<file path="src/rtl/stream_pack2_tx_if.sv">
// Handshake bundle for stream_pack2_tx: two kernel-side input streams and the
// packed LII output lane with its constant routing tags.
interface stream_pack2_tx_if #(
    parameter int PW = 128,
    parameter int W0 = 56,
    parameter int W1 = 58
);
    logic [W0-1:0] s0_tdata;
    logic          s0_tvalid;
    logic          s0_tready;

    logic [W1-1:0] s1_tdata;
    logic          s1_tvalid;
    logic          s1_tready;

    logic [PW-1:0] lii_out_p0_tdata;
    logic          lii_out_p0_tvalid;
    logic          lii_out_p0_tready;
    logic [7:0]    lii_out_p0_src;
    logic [7:0]    lii_out_p0_dst;

    // Kernel/sink side: produces the streams, consumes the LII lane.
    modport master (
        output s0_tdata, s0_tvalid,
        input  s0_tready,
        output s1_tdata, s1_tvalid,
        input  s1_tready,
        input  lii_out_p0_tdata, lii_out_p0_tvalid,
        output lii_out_p0_tready,
        input  lii_out_p0_src, lii_out_p0_dst
    );

    // Packer side.
    modport slave (
        input  s0_tdata, s0_tvalid,
        output s0_tready,
        input  s1_tdata, s1_tvalid,
        output s1_tready,
        output lii_out_p0_tdata, lii_out_p0_tvalid,
        input  lii_out_p0_tready,
        output lii_out_p0_src, lii_out_p0_dst
    );
endinterface

</file>
<file path="src/rtl/stream_pack2_tx.sv">
// Packs one beat from each of two independent logic streams into a single
// zero-padded LII beat; one holding register per stream, registered output.
module stream_pack2_tx #(
    parameter int           PW     = 128,
    parameter int           W0     = 56,
    parameter int           W1     = 58,
    parameter logic [7:0]   SRC_ID = 8'h00,
    parameter logic [7:0]   DST_ID = 8'h01
) (
    input  logic        aclk,
    input  logic        arst,
    stream_pack2_tx_if.slave bus,
    output logic [31:0] beat_cnt,
    output logic        ce
);
    localparam int PACKW = W0 + W1;

    generate
        if (PACKW > PW) begin : g_width_check
            $error("stream_pack2_tx: W0+W1 exceeds PW");
        end
    endgenerate

    logic          full0_q, full0_d;
    logic          full1_q, full1_d;
    logic [W0-1:0] hold0_q, hold0_d;
    logic [W1-1:0] hold1_q, hold1_d;
    logic          out_valid_q, out_valid_d;
    logic [PW-1:0] out_data_q, out_data_d;
    logic [31:0]   beat_cnt_q, beat_cnt_d;

    logic          pack;
    logic          s0_rdy, s1_rdy;
    logic          hs0, hs1, out_hs;
    logic [PW-1:0] pack_word;

    always_comb begin
        pack      = full0_q & full1_q & (~out_valid_q | bus.lii_out_p0_tready);
        // Readies are forced low during reset so nothing is accepted then.
        s0_rdy    = ~arst & (~full0_q | pack);
        s1_rdy    = ~arst & (~full1_q | pack);
        hs0       = bus.s0_tvalid & s0_rdy;
        hs1       = bus.s1_tvalid & s1_rdy;
        out_hs    = out_valid_q & bus.lii_out_p0_tready;

        pack_word = '0;
        pack_word[W0-1:0]    = hold0_q;
        pack_word[PACKW-1:W0] = hold1_q;

        // A reload in the same cycle as a pack keeps the register full.
        full0_d = hs0 ? 1'b1 : (pack ? 1'b0 : full0_q);
        full1_d = hs1 ? 1'b1 : (pack ? 1'b0 : full1_q);
        hold0_d = hs0 ? bus.s0_tdata : hold0_q;
        hold1_d = hs1 ? bus.s1_tdata : hold1_q;

        out_valid_d = pack ? 1'b1 : (out_hs ? 1'b0 : out_valid_q);
        out_data_d  = pack ? pack_word : out_data_q;
        beat_cnt_d  = out_hs ? beat_cnt_q + 32'd1 : beat_cnt_q;
    end

    always_ff @(posedge aclk or posedge arst) begin
        if (arst) begin
            full0_q     <= 1'b0;
            full1_q     <= 1'b0;
            hold0_q     <= '0;
            hold1_q     <= '0;
            out_valid_q <= 1'b0;
            out_data_q  <= '0;
            beat_cnt_q  <= 32'd0;
        end else begin
            full0_q     <= full0_d;
            full1_q     <= full1_d;
            hold0_q     <= hold0_d;
            hold1_q     <= hold1_d;
            out_valid_q <= out_valid_d;
            out_data_q  <= out_data_d;
            beat_cnt_q  <= beat_cnt_d;
        end
    end

    assign bus.s0_tready         = s0_rdy;
    assign bus.s1_tready         = s1_rdy;
    assign bus.lii_out_p0_tdata  = out_data_q;
    assign bus.lii_out_p0_tvalid = out_valid_q;
    assign bus.lii_out_p0_src    = SRC_ID;
    assign bus.lii_out_p0_dst    = DST_ID;
    assign beat_cnt              = beat_cnt_q;
    assign ce                    = s0_rdy & s1_rdy;
endmodule

</file>
<file path="src/flat_wrapper.sv">
// flat-port wrapper written by rule: the top's interface ports become plain ports
module stream_pack2_tx_flat 
#(
    parameter int           PW     = 128,
    parameter int           W0     = 56,
    parameter int           W1     = 58,
    parameter logic [7:0]   SRC_ID = 8'h00,
    parameter logic [7:0]   DST_ID = 8'h01
)
  (aclk, arst, beat_cnt, ce, bus_s0_tdata, bus_s0_tvalid, bus_s0_tready, bus_s1_tdata, bus_s1_tvalid, bus_s1_tready, bus_lii_out_p0_tdata, bus_lii_out_p0_tvalid, bus_lii_out_p0_tready, bus_lii_out_p0_src, bus_lii_out_p0_dst);
  stream_pack2_tx_if #(.PW(PW), .W0(W0), .W1(W1)) bus_i ();
  input  logic aclk;
  input  logic arst;
  output logic [31:0] beat_cnt;
  output logic ce;
  input wire logic [$bits(bus_i.s0_tdata)-1:0] bus_s0_tdata;
  input wire logic [$bits(bus_i.s0_tvalid)-1:0] bus_s0_tvalid;
  output wire logic [$bits(bus_i.s0_tready)-1:0] bus_s0_tready;
  input wire logic [$bits(bus_i.s1_tdata)-1:0] bus_s1_tdata;
  input wire logic [$bits(bus_i.s1_tvalid)-1:0] bus_s1_tvalid;
  output wire logic [$bits(bus_i.s1_tready)-1:0] bus_s1_tready;
  output wire logic [$bits(bus_i.lii_out_p0_tdata)-1:0] bus_lii_out_p0_tdata;
  output wire logic [$bits(bus_i.lii_out_p0_tvalid)-1:0] bus_lii_out_p0_tvalid;
  input wire logic [$bits(bus_i.lii_out_p0_tready)-1:0] bus_lii_out_p0_tready;
  output wire logic [$bits(bus_i.lii_out_p0_src)-1:0] bus_lii_out_p0_src;
  output wire logic [$bits(bus_i.lii_out_p0_dst)-1:0] bus_lii_out_p0_dst;
  assign bus_i.s0_tdata = bus_s0_tdata;
  assign bus_i.s0_tvalid = bus_s0_tvalid;
  assign bus_s0_tready = bus_i.s0_tready;
  assign bus_i.s1_tdata = bus_s1_tdata;
  assign bus_i.s1_tvalid = bus_s1_tvalid;
  assign bus_s1_tready = bus_i.s1_tready;
  assign bus_lii_out_p0_tdata = bus_i.lii_out_p0_tdata;
  assign bus_lii_out_p0_tvalid = bus_i.lii_out_p0_tvalid;
  assign bus_i.lii_out_p0_tready = bus_lii_out_p0_tready;
  assign bus_lii_out_p0_src = bus_i.lii_out_p0_src;
  assign bus_lii_out_p0_dst = bus_i.lii_out_p0_dst;
  stream_pack2_tx #(.PW(PW), .W0(W0), .W1(W1), .SRC_ID(SRC_ID), .DST_ID(DST_ID)) u_core (.aclk(aclk), .arst(arst), .bus(bus_i), .beat_cnt(beat_cnt), .ce(ce));
endmodule
</file>
<file path="config.mk">
export PLATFORM = sky130hd
export DESIGN_NAME = stream_pack2_tx_flat
export DESIGN_NICKNAME = d
export VERILOG_FILES = /design/src/rtl/stream_pack2_tx_if.sv /design/src/rtl/stream_pack2_tx.sv /design/src/flat_wrapper.sv
export SDC_FILE = /design/constraint.sdc
export NUM_CORES = 1
export LEC_CHECK = 0
export CELL_PAD_IN_SITES_DETAIL_PLACEMENT = 0
export CELL_PAD_IN_SITES_GLOBAL_PLACEMENT = 2
export CORE_ASPECT_RATIO = 0.5
export CORE_UTILIZATION = 30
export CTS_CLUSTER_DIAMETER = 150
export DETAILED_ROUTE_END_ITERATION = 16
export PLACE_DENSITY_LB_ADDON = 0.1
export SKIP_CTS_REPAIR_TIMING = 1
export SYNTH_ARGS = -nofsm -noshare
export SYNTH_HDL_FRONTEND = slang
export SYNTH_SLANG_ARGS = --single-unit
</file>
<file path="constraint.sdc">
create_clock -name aclk -period 11.8 [get_ports aclk]
set_clock_uncertainty 0.05 [all_clocks]
set_input_delay 2.36 -clock aclk [delete_from_list [all_inputs] [get_ports aclk]]
set_output_delay 2.36 -clock aclk [all_outputs]
set_load 0.05 [all_outputs]
</file>
==> results.md <==
- Status: completed
- Layout cells sized above 1: 13.91%
- RSZ-0062 raised after global routing: false
- Sw Ratio: 41.85%
- Met1 Use GR: 19.01%
- Internal Power: 2.479 mW
- IO buf count: 268
- Synth Area per Inst: 11.47 µm²
- Initial drt markers: 406
- Slowest cell delay on critical path: 0.83 ns
- Slowest-stage cell, CP: clkdlybuf4s50_1
- H-tree Lvls: 1
- Combinational share of power: 43.6%
- Max_cap viols: 0
- Hold Violations, Final: 0
- Fin util: 42.58%
- CTS root buf: clkbuf_16
- CP most frequent cell: clkdlybuf4s50_1
- Num ports: 299
- Worst slew pin tran: 1.222 ns
- FMAX: 135.4 MHz
- Largest net degree at the start of global routing: 134
- Synthesized cell area: 10270 µm²
- Final WL: 26710 µm
- Register area share after synthesis: 64.08%
- Clock share of power: 20.8%
- Leading cell type in the layout, fill and taps excluded: nand2_1
- CTS buffer count: 27
- Row count: 47
- Worst-Skew Late Latency: 0.54 ns
- Cell Chain, Critical Path: clkdlybuf4s50_1 > nand2b_1 > nand3_4 > buf_4 > a21oi_1 > a21boi_0 > clkdlybuf4s50_1
- Vias: 7006
- WP buf/inv: 3
- HPWL Detailed: 17410 µm
- Startpoint Class: input port
- DRC: 0
- FF-to-FF path depth: 5
- Top cell family by delay on the critical path: buffers and inverters
- Pwr/cell area: 299.7 nW/µm²
- Post-route cell area: 14220 µm²
- Final setup viols: 0
- First-pass GRT wire length: 41990 µm
- Antenna Nets Post-Route: 0
- Synth Register Bits: 263
- DP Area: 13310 µm²
- Grt met3 use: 2.959%
- Reg power frac: 35.6%
- Most frequent cells in the layout: nand2_1, clkdlybuf4s50_1, dfrtp_1
- Netlist cell types: 28
- Worst hold path stage count: 2
- Worst Path Arrival: 4.98 ns
- Pleak: 6.512 nW
- Crit. End Element: output port
- CTS tree: built
- Tcrit/Tclk final: 62.60%
- Total power: 4.263 mW
- Die height: 132.8 µm
- Critical path class: input port to output port
- Starting Density: 30.75%
- Worst Hold Class: flop to flop
- Max-slew violations: 0
- Vias in the first global route: 7108
- Relative slew slack: 17.85%
- Flop2flop setup slack: 8.86 ns
- Fillers: 3202
- Data required time of the worst path: 9.39 ns
- Mean routed wirelength per cell: 16.48 µm
- Num Clock Sinks: 263
- First-pass DRT Iterations: 4
- Via/cell ratio: 4.322
- Cells after synthesis: 895
- Setup total negative slack: 0 ns
- Die area: 35020 µm²
- Die Width: 263.7 µm
- Area Growth Syn to Fin: 38.47%
- Clock tree buffer depth: 3
- Global route overflow: 0
- Total track usage: 15.31%
- Switch Pwr: 1.784 mW
- Max Fanout on Critical Path: 65
- Synth warn: 0
- Placer Congestion: 0.7480
- WP depth: 7
- Initial antenna violation count: 1
- Core ar.: 33400 µm²
- Global-route track usage on met2: 27.21%
- NumNets Final: 1279
- Final min period: 7.386 ns
- Maximum VDD drop: 0.1212 mV
- Clock transition at path regs: 0.06 ns
- Busiest layer in global routing: met2
cells in the mapped netlist:
library cell / number / area share, %
a211oi_2: 2 / 0.24
a21boi_0: 1 / 0.073
a21o_1: 2 / 0.15
a21oi_1: 2 / 0.097
and2_1: 3 / 0.18
and3_1: 6 / 0.37
and4_1: 2 / 0.17
buf_1: 9 / 0.33
buf_2: 11 / 0.54
buf_4: 31 / 2.3
buf_6: 4 / 0.44
clkbuf_1: 16 / 0.58
conb_1: 2 / 0.073
dfrtp_1: 263 / 64
ha_1: 1 / 0.12
inv_1: 4 / 0.15
mux2_1: 9 / 0.99
mux2_2: 106 / 12
nand2_1: 351 / 13
nand2b_1: 1 / 0.061
nand3_1: 15 / 0.73
nand4_1: 12 / 0.73
nor2_1: 5 / 0.18
nor2b_1: 2 / 0.12
nor3_1: 1 / 0.049
nor4_1: 3 / 0.18
xnor2_1: 26 / 2.2
xor2_1: 5 / 0.43
worst register-to-register path: stages (launching register included):
cell and delay, ns:
dfrtp_1 0.60, nand2_1 0.19, nor2b_4 0.90, buf_4 0.85, nand2_1 0.20, nand2_1 0.08
flip-flops by register name (all words and copies together) (netlist names):
signal and cells:
u_core.hold0_q 56, u_core.full0_q 1, u_core.hold1_q 58, u_core.full1_q 1, u_core.bus.lii_out_p0_tvalid 1, u_core.bus.lii_out_p0_tdata 114
u_core.beat_cnt 32
logic make-up after synthesis:
family                   Yosys count  share of synthesized area (%)
AND/OR/NAND/NOR                  401                          15.61
buffers and inverters             75                          4.301
multiplexers                     115                          12.61
flip-flops                       263                          64.08
adder cells (fa/ha/maj)            1                         0.1218
other                              2                        0.07313
AO/OA/AOI/OAI                      7                         0.5604
XOR/XNOR                          31                          2.644
layer usage:
layer  up-vias  wire length [µm]
li1       3351                 -
met1      3483             11230
met2       138             14020
met3        34               892
met4         0               578
met5         -                 0
cell type report:
class	count	area, µm²	share of cell area [%]
sequential	263	6581	46.28
multi-input combinational	585	3393	23.86
timing repair buffer	278	2758	19.39
clock buffer	40	784.5	5.516
tap	441	551.8	3.880
clock inverter	9	127.6	0.8974
inverter	4	22.52	0.1584
antenna	1	2.502	0.01760
worst paths after layout:
| path | startpoint | endpoint |
|---|---|---|
| max in group asynchronous | arst | u_core.beat_cnt[14] |
| min | u_core.hold0_q[23] | u_core.bus.lii_out_p0_tdata[23] |
| min reg2reg | u_core.hold0_q[23] | u_core.bus.lii_out_p0_tdata[23] |
| min in group asynchronous | arst | u_core.bus.lii_out_p0_tdata[101] |
| max | bus_lii_out_p0_tready | ce |
| max reg2reg | u_core.full1_q | u_core.bus.lii_out_p0_tdata[68] |
stage by stage:
stage	hold slack, ns	worst slack [ns]	std cells
after floorplan	0.3815	2.150	923
after global placement	0.3883	4.395	1571
after detailed placement	0.3923	4.395	1571
after CTS	0.4082	4.379	1620
after global routing	0.4323	4.249	1621
final	0.4091	4.414	1621
power groups by stage:
stage | Sequential [mW] | Clock (mW) | Combinational, mW
floorplan | 2.15 | 0 | 0.620
global placement | 1.52 | 0 | 1.87
detailed placement | 1.53 | 0 | 1.89
CTS | 1.52 | 0.920 | 1.89
global route | 1.57 | 0.958 | 1.98
finish | 1.52 | 0.885 | 1.86
(Power assumes the default switching activity.)
